--- src/rtl/if_fetch_stage_if.sv ---
// Instruction-bus interface between the fetch stage (master) and the instruction memory (slave).
// A request is accepted in any cycle where inst_req and inst_addr_ok are both high; exactly one
// inst_data_ok pulse, carrying inst_rdata, returns later for each accepted request, in order.
interface if_fetch_stage_if;
    logic        inst_req;
    logic [31:0] inst_addr;
    logic        inst_addr_ok;
    logic        inst_data_ok;
    logic [31:0] inst_rdata;

    modport master (
        output inst_req,
        output inst_addr,
        input  inst_addr_ok,
        input  inst_data_ok,
        input  inst_rdata
    );

    modport slave (
        input  inst_req,
        input  inst_addr,
        output inst_addr_ok,
        output inst_data_ok,
        output inst_rdata
    );
endinterface

--- src/rtl/if_fetch_stage.sv ---
// PC generator and instruction-fetch stage: issues one bus request at a time, buffers the returned
// word, and hands {pc, inst} to decode through the IF/ID latch, with branch and flush redirection.
module if_fetch_stage #(
    parameter logic [31:0] RESET_PC = 32'hBFC0_0000,
    parameter logic [31:0] NOP_INST = 32'h0000_0000
) (
    input  logic                   cpu_clk_75M,
    input  logic                   cpu_rst_n,
    input  logic [5:0]             stall,
    input  logic                   flush_i,
    input  logic [31:0]            new_pc_i,
    input  logic                   branch_flag_i,
    input  logic [31:0]            branch_target_i,
    if_fetch_stage_if.master       ibus,
    output logic                   stop_from_if,
    output logic [31:0]            id_pc_o,
    output logic [31:0]            id_inst_o,
    output logic [1:0]             dbg_state_o
);

    typedef enum logic [1:0] {
        S_FETCH = 2'd0,
        S_WAIT  = 2'd1,
        S_READY = 2'd2,
        S_DROP  = 2'd3
    } state_e;

    state_e      state_q;
    logic [31:0] pc_q;
    logic [31:0] ibuf_q;
    logic [31:0] id_pc_q;
    logic [31:0] id_inst_q;
    logic [31:0] pc_d;
    logic        advance;
    logic        unused_stall;

    assign unused_stall = ^stall[5:3];

    // Stop depends only on state and flush so the controller sees no loop through stall.
    assign ibus.inst_req  = cpu_rst_n && (state_q == S_FETCH) && !flush_i;
    assign ibus.inst_addr = pc_q;
    assign stop_from_if   = cpu_rst_n && (state_q != S_READY) && !flush_i;

    assign advance = (state_q == S_READY) && !stall[0];
    assign pc_d    = branch_flag_i ? branch_target_i : pc_q + 32'd4;

    assign id_pc_o     = id_pc_q;
    assign id_inst_o   = id_inst_q;
    assign dbg_state_o = state_q;

    always_ff @(posedge cpu_clk_75M or negedge cpu_rst_n) begin
        if (!cpu_rst_n) begin
            state_q   <= S_FETCH;
            pc_q      <= RESET_PC;
            ibuf_q    <= 32'd0;
            id_pc_q   <= 32'd0;
            id_inst_q <= NOP_INST;
        end else if (flush_i) begin
            pc_q      <= new_pc_i;
            id_pc_q   <= 32'd0;
            id_inst_q <= NOP_INST;
            // An in-flight response must still be drained before refetching.
            case (state_q)
                S_WAIT, S_DROP: state_q <= ibus.inst_data_ok ? S_FETCH : S_DROP;
                default:        state_q <= S_FETCH;
            endcase
        end else begin
            case (state_q)
                S_FETCH: begin
                    if (ibus.inst_addr_ok) state_q <= S_WAIT;
                end
                S_WAIT: begin
                    if (ibus.inst_data_ok) begin
                        ibuf_q  <= ibus.inst_rdata;
                        state_q <= S_READY;
                    end
                end
                S_READY: begin
                    if (!stall[0]) begin
                        pc_q    <= pc_d;
                        state_q <= S_FETCH;
                    end
                end
                S_DROP: begin
                    if (ibus.inst_data_ok) state_q <= S_FETCH;
                end
                default: state_q <= S_FETCH;
            endcase

            if (advance) begin
                id_pc_q   <= pc_q;
                id_inst_q <= ibuf_q;
            end else if (!(stall[1] && stall[2])) begin
                id_pc_q   <= 32'd0;
                id_inst_q <= NOP_INST;
            end
        end
    end

endmodule

--- src/flat_wrapper.sv ---
// flat-port wrapper written by rule: the top's interface ports become plain ports
module if_fetch_stage_flat 
#(
    parameter logic [31:0] RESET_PC = 32'hBFC0_0000,
    parameter logic [31:0] NOP_INST = 32'h0000_0000
)
  (cpu_clk_75M, cpu_rst_n, stall, flush_i, new_pc_i, branch_flag_i, branch_target_i, stop_from_if, id_pc_o, id_inst_o, dbg_state_o, ibus_inst_req, ibus_inst_addr, ibus_inst_addr_ok, ibus_inst_data_ok, ibus_inst_rdata);
  if_fetch_stage_if ibus_i ();
  input  logic cpu_clk_75M;
  input  logic cpu_rst_n;
  input  logic [5:0] stall;
  input  logic flush_i;
  input  logic [31:0] new_pc_i;
  input  logic branch_flag_i;
  input  logic [31:0] branch_target_i;
  output logic stop_from_if;
  output logic [31:0] id_pc_o;
  output logic [31:0] id_inst_o;
  output logic [1:0] dbg_state_o;
  output wire logic [$bits(ibus_i.inst_req)-1:0] ibus_inst_req;
  output wire logic [$bits(ibus_i.inst_addr)-1:0] ibus_inst_addr;
  input wire logic [$bits(ibus_i.inst_addr_ok)-1:0] ibus_inst_addr_ok;
  input wire logic [$bits(ibus_i.inst_data_ok)-1:0] ibus_inst_data_ok;
  input wire logic [$bits(ibus_i.inst_rdata)-1:0] ibus_inst_rdata;
  assign ibus_inst_req = ibus_i.inst_req;
  assign ibus_inst_addr = ibus_i.inst_addr;
  assign ibus_i.inst_addr_ok = ibus_inst_addr_ok;
  assign ibus_i.inst_data_ok = ibus_inst_data_ok;
  assign ibus_i.inst_rdata = ibus_inst_rdata;
  if_fetch_stage #(.RESET_PC(RESET_PC), .NOP_INST(NOP_INST)) u_core (.cpu_clk_75M(cpu_clk_75M), .cpu_rst_n(cpu_rst_n), .stall(stall), .flush_i(flush_i), .new_pc_i(new_pc_i), .branch_flag_i(branch_flag_i), .branch_target_i(branch_target_i), .ibus(ibus_i), .stop_from_if(stop_from_if), .id_pc_o(id_pc_o), .id_inst_o(id_inst_o), .dbg_state_o(dbg_state_o));
endmodule
--- config.mk ---
export PLATFORM = sky130hd
export DESIGN_NAME = if_fetch_stage_flat
export DESIGN_NICKNAME = d
export VERILOG_FILES = /design/src/rtl/if_fetch_stage_if.sv /design/src/rtl/if_fetch_stage.sv /design/src/flat_wrapper.sv
export SDC_FILE = /design/constraint.sdc
export NUM_CORES = 1
export LEC_CHECK = 0
export CORE_MARGIN = 2
export CORE_UTILIZATION = 41
export DETAILED_ROUTE_END_ITERATION = 10
export GPL_ROUTABILITY_DRIVEN = 0
export PLACE_DENSITY_LB_ADDON = 0.05
export SKIP_CTS_REPAIR_TIMING = 1
export SLEW_MARGIN = 5
export SYNTH_ARGS = -nofsm -noshare
export SYNTH_HDL_FRONTEND = slang
export SYNTH_SLANG_ARGS = --single-unit
--- constraint.sdc ---
create_clock -name cpu_clk_75M -period 1.9 [get_ports cpu_clk_75M]
set_input_delay 0.285 -clock cpu_clk_75M [delete_from_list [all_inputs] [get_ports cpu_clk_75M]]
set_output_delay 0.285 -clock cpu_clk_75M [all_outputs]
set_load 0.02 [all_outputs]
==> results of run 1 <==
## worst max-delay path, cell delays in order (launching register included)
cell	delay, ns
dfrtp_2	0.36
nand4_1	0.12
buf_4	0.17
or4_4	0.52
or4_1	0.44
and3_4	0.20
o21ai_2	0.11
## final timing paths
kind / from / to / depth (start not counted)
setup / recovery: u_core.ibus.inst_addr[8] / u_core.ibus.inst_addr[24] / 6
hold / removal: cpu_rst_n / u_core.ibuf_q[17] / 2
setup reg to reg: u_core.ibus.inst_addr[8] / u_core.ibus.inst_addr[24] / 6
hold reg to reg: u_core.ibuf_q[2] / u_core.id_inst_o[2] / 1
max in group asynchronous: cpu_rst_n / u_core.ibus.inst_addr[15] / 2
min in group cpu_clk_75M: flush_i / u_core.dbg_state_o[1] / 2
## flip-flops by register name, summed over array words and instances (netlist names)
signal and flops:
u_core.id_inst_o 32, u_core.ibus.inst_addr 32, u_core.ibuf_q 32, u_core.id_pc_o 32, u_core.dbg_state_o 2
## placed cells by master (no fill, tap or decap), types with 4 or more instances in the layout
| master | n |
|---|---|
| or3_1 | 6 |
| buf_12 | 8 |
| xnor2_1 | 8 |
| and3_1 | 4 |
| nor2_1 | 18 |
| nor3_1 | 7 |
| dlymetal6s2s_1 | 14 |
| dfrtp_2 | 15 |
| mux2_2 | 32 |
| nand2_1 | 44 |
| nand4_1 | 6 |
| inv_1 | 4 |
| xor2_1 | 8 |
| a21oi_1 | 36 |
| clkbuf_16 | 17 |
| buf_4 | 65 |
| a22o_1 | 63 |
| dfrtp_1 | 106 |
| o21ai_0 | 50 |
| clkdlybuf4s50_1 | 188 |
| nand3_1 | 26 |
| dfstp_2 | 9 |
## area by class of cell
cell class / instances / area (µm²) / area share
inverters: 4 / 15.0 / 0.00160
multi-input cells: 369 / 2550 / 0.272
flip-flops and latches: 130 / 3280 / 0.350
clock inverters: 8 / 105 / 0.0112
clock buffers: 23 / 478 / 0.0509
well taps: 180 / 225 / 0.0240
repair buffers: 277 / 2720 / 0.290
## metrics by stage
stage	power [mW]	util	hold slack (ns)	instance area, µm²
2_1_floorplan	4.29	-	-0.0106	5970
3_3_place_gp	5.13	0.623	0.460	8720
3_5_place_dp	5.21	0.623	0.475	8720
4_1_cts	8.43	0.665	0.0289	9300
5_1_grt	8.78	0.671	0.0657	9380
6_report	8.38	0.671	0.00880	9380
## power by group through the flow
stage                     sequential [mW]  combinational [mW]  clock, mW
after global placement               3.47                1.66          0
after floorplan                      3.63               0.661          0
after CTS                            3.46                1.71       3.25
after detailed placement             3.50                1.70          0
after global routing                 3.52                1.85       3.42
final                                3.46                1.70       3.21
## routing by layer
layer / vias to the layer above / GRT usage / part of all wire
li1: 2525 / - / -
met1: 2611 / 0.323 / 0.43
met2: 193 / 0.381 / 0.48
met3: 23 / 0.0595 / 0.068
met4: 0 / 0.0871 / 0.019
met5: - / 0 / 0
## cell families after synthesis
| family | after synthesis | share of synthesized area |
|---|---|---|
| AOI/OAI and AO/OA | 176 | 0.201 |
| xor gates and xnor gates | 16 | 0.0237 |
| adders and majority gates | 1 | 0.00212 |
| buffers and inverters | 48 | 0.0311 |
| DFF | 130 | 0.552 |
| muxes | 35 | 0.0660 |
| and+or+nand+nor | 141 | 0.124 |
==> flow_summary.ini, run 1 <==
[power]
p_comb_frac = 0.203
power_leakage_nw = 4.09
p_switching_mw = 2.21
ir_drop_v = 0.000591
pwr-share-clk = 0.384
intPower_mw = 6.16
powerDensity_mw_per_mm2 = 893
swShare = 0.264
seqPwrFrac = 0.413

[grt]
grt_max_degree = 73
grt_pass1_vias = 5321
gr-total-overflow = 0
grt_usage = 0.241
antenna_found_initial = 0
grt_pass1_wl_mm = 28.2

[timing]
fin_crit_ns = 1.99
fin_crit_sh = 1.05
relSlewSlack = 0.362
maxSlewViolCount = 0
finalHoldViolCount = 0
tightest_slew_ns = 0.956
fmax_ghz = 0.502
fin_setup_tns_ns = -0.155
finalSetupViolCount = 2
clock_skew_ns = 0.00872
setup_slack_ns = -0.0908
rsz0062_at_grt = yes

[routing]
drt_iter0_drc = 396
drcViolationCount = 0
drtAntennaViolNets = 0
vias = 5352
firstDrtPassIters = 4
via_per_inst = 5.40
wl_mm = 18.4
wl_per_cell_um = 18.6

[finish]
drive_above_1_share = 0.218
area_growth_pct = 58.6
fin_nets = 908
final_cells = 991
fillCellCount = 1085
antenna_cells = 0

[logic_synthesis]
synth.distinct_cells = 49
yosysMostFrequentCell = dfrtp_1
synth.top_cells.by_count = dfrtp_1, a22o_1, o21ai_0
synthFlopType = dfrtp_1
async_reset_ff_frac = 1.00
yosysWarnings = 0
netlist_area_mm2 = 0.00591
synth-seq-cells = 130
synth_top_area_frac = 0.512
yosys.area.top_type = dfrtp_1
synth_cells = 547
seq_area_frac_synth = 0.552
synth_area_leaders = dfrtp_1, a22o_1, mux2_2
synthesis.nets = 656
synth_edf_count = 0
syn_area_per_cell_um2 = 10.8

[placement]
dp_worst_setup_slack_ns = -0.155
hpwlAfterDp_mm = 12.9
dp.cells = 960
port_buffers = 204

[cts]
cts-root-buf = clkbuf_16
clockBufferDepth = 2
worstSkewPairLatency_ns = 0.42
cts_tree = built
cts-htree-levels = 4
cts_buffers = 17
clkSinkCount = 130
cts.clk_slew.worst_paths_ns = 0.05

[setup_path]
end_kind = register
startpoint_type = register
worstPathArrival_ns = 2.34
critical_path_class = register to register
rrSetupSlack_ns = -0.09
cp_max_fo = 5
required_ns = 2.25

[die]
core_mm2 = 0.0140
start_util = 0.423
ios = 208
die_height_um = 124
die_w_um = 124
placementRows = 43
die-area_mm2 = 0.0154

[job]
maxCapViolCount = 0

[status]
violations = setup timing
outcome = finished, violations left

[worst_hold_path]
hp-class = input pin to asynchronous set/reset pin
No activity file was read; power rests on OpenSTA's default activity.
==> run 2: changes to the inputs <==
Settings changed: SKIP_LAST_GASP from default to 1, SLEW_MARGIN 5 to 20.
==> results of run 2 <==
The final DEF is identical to that of run 1; final timing and power are the same.
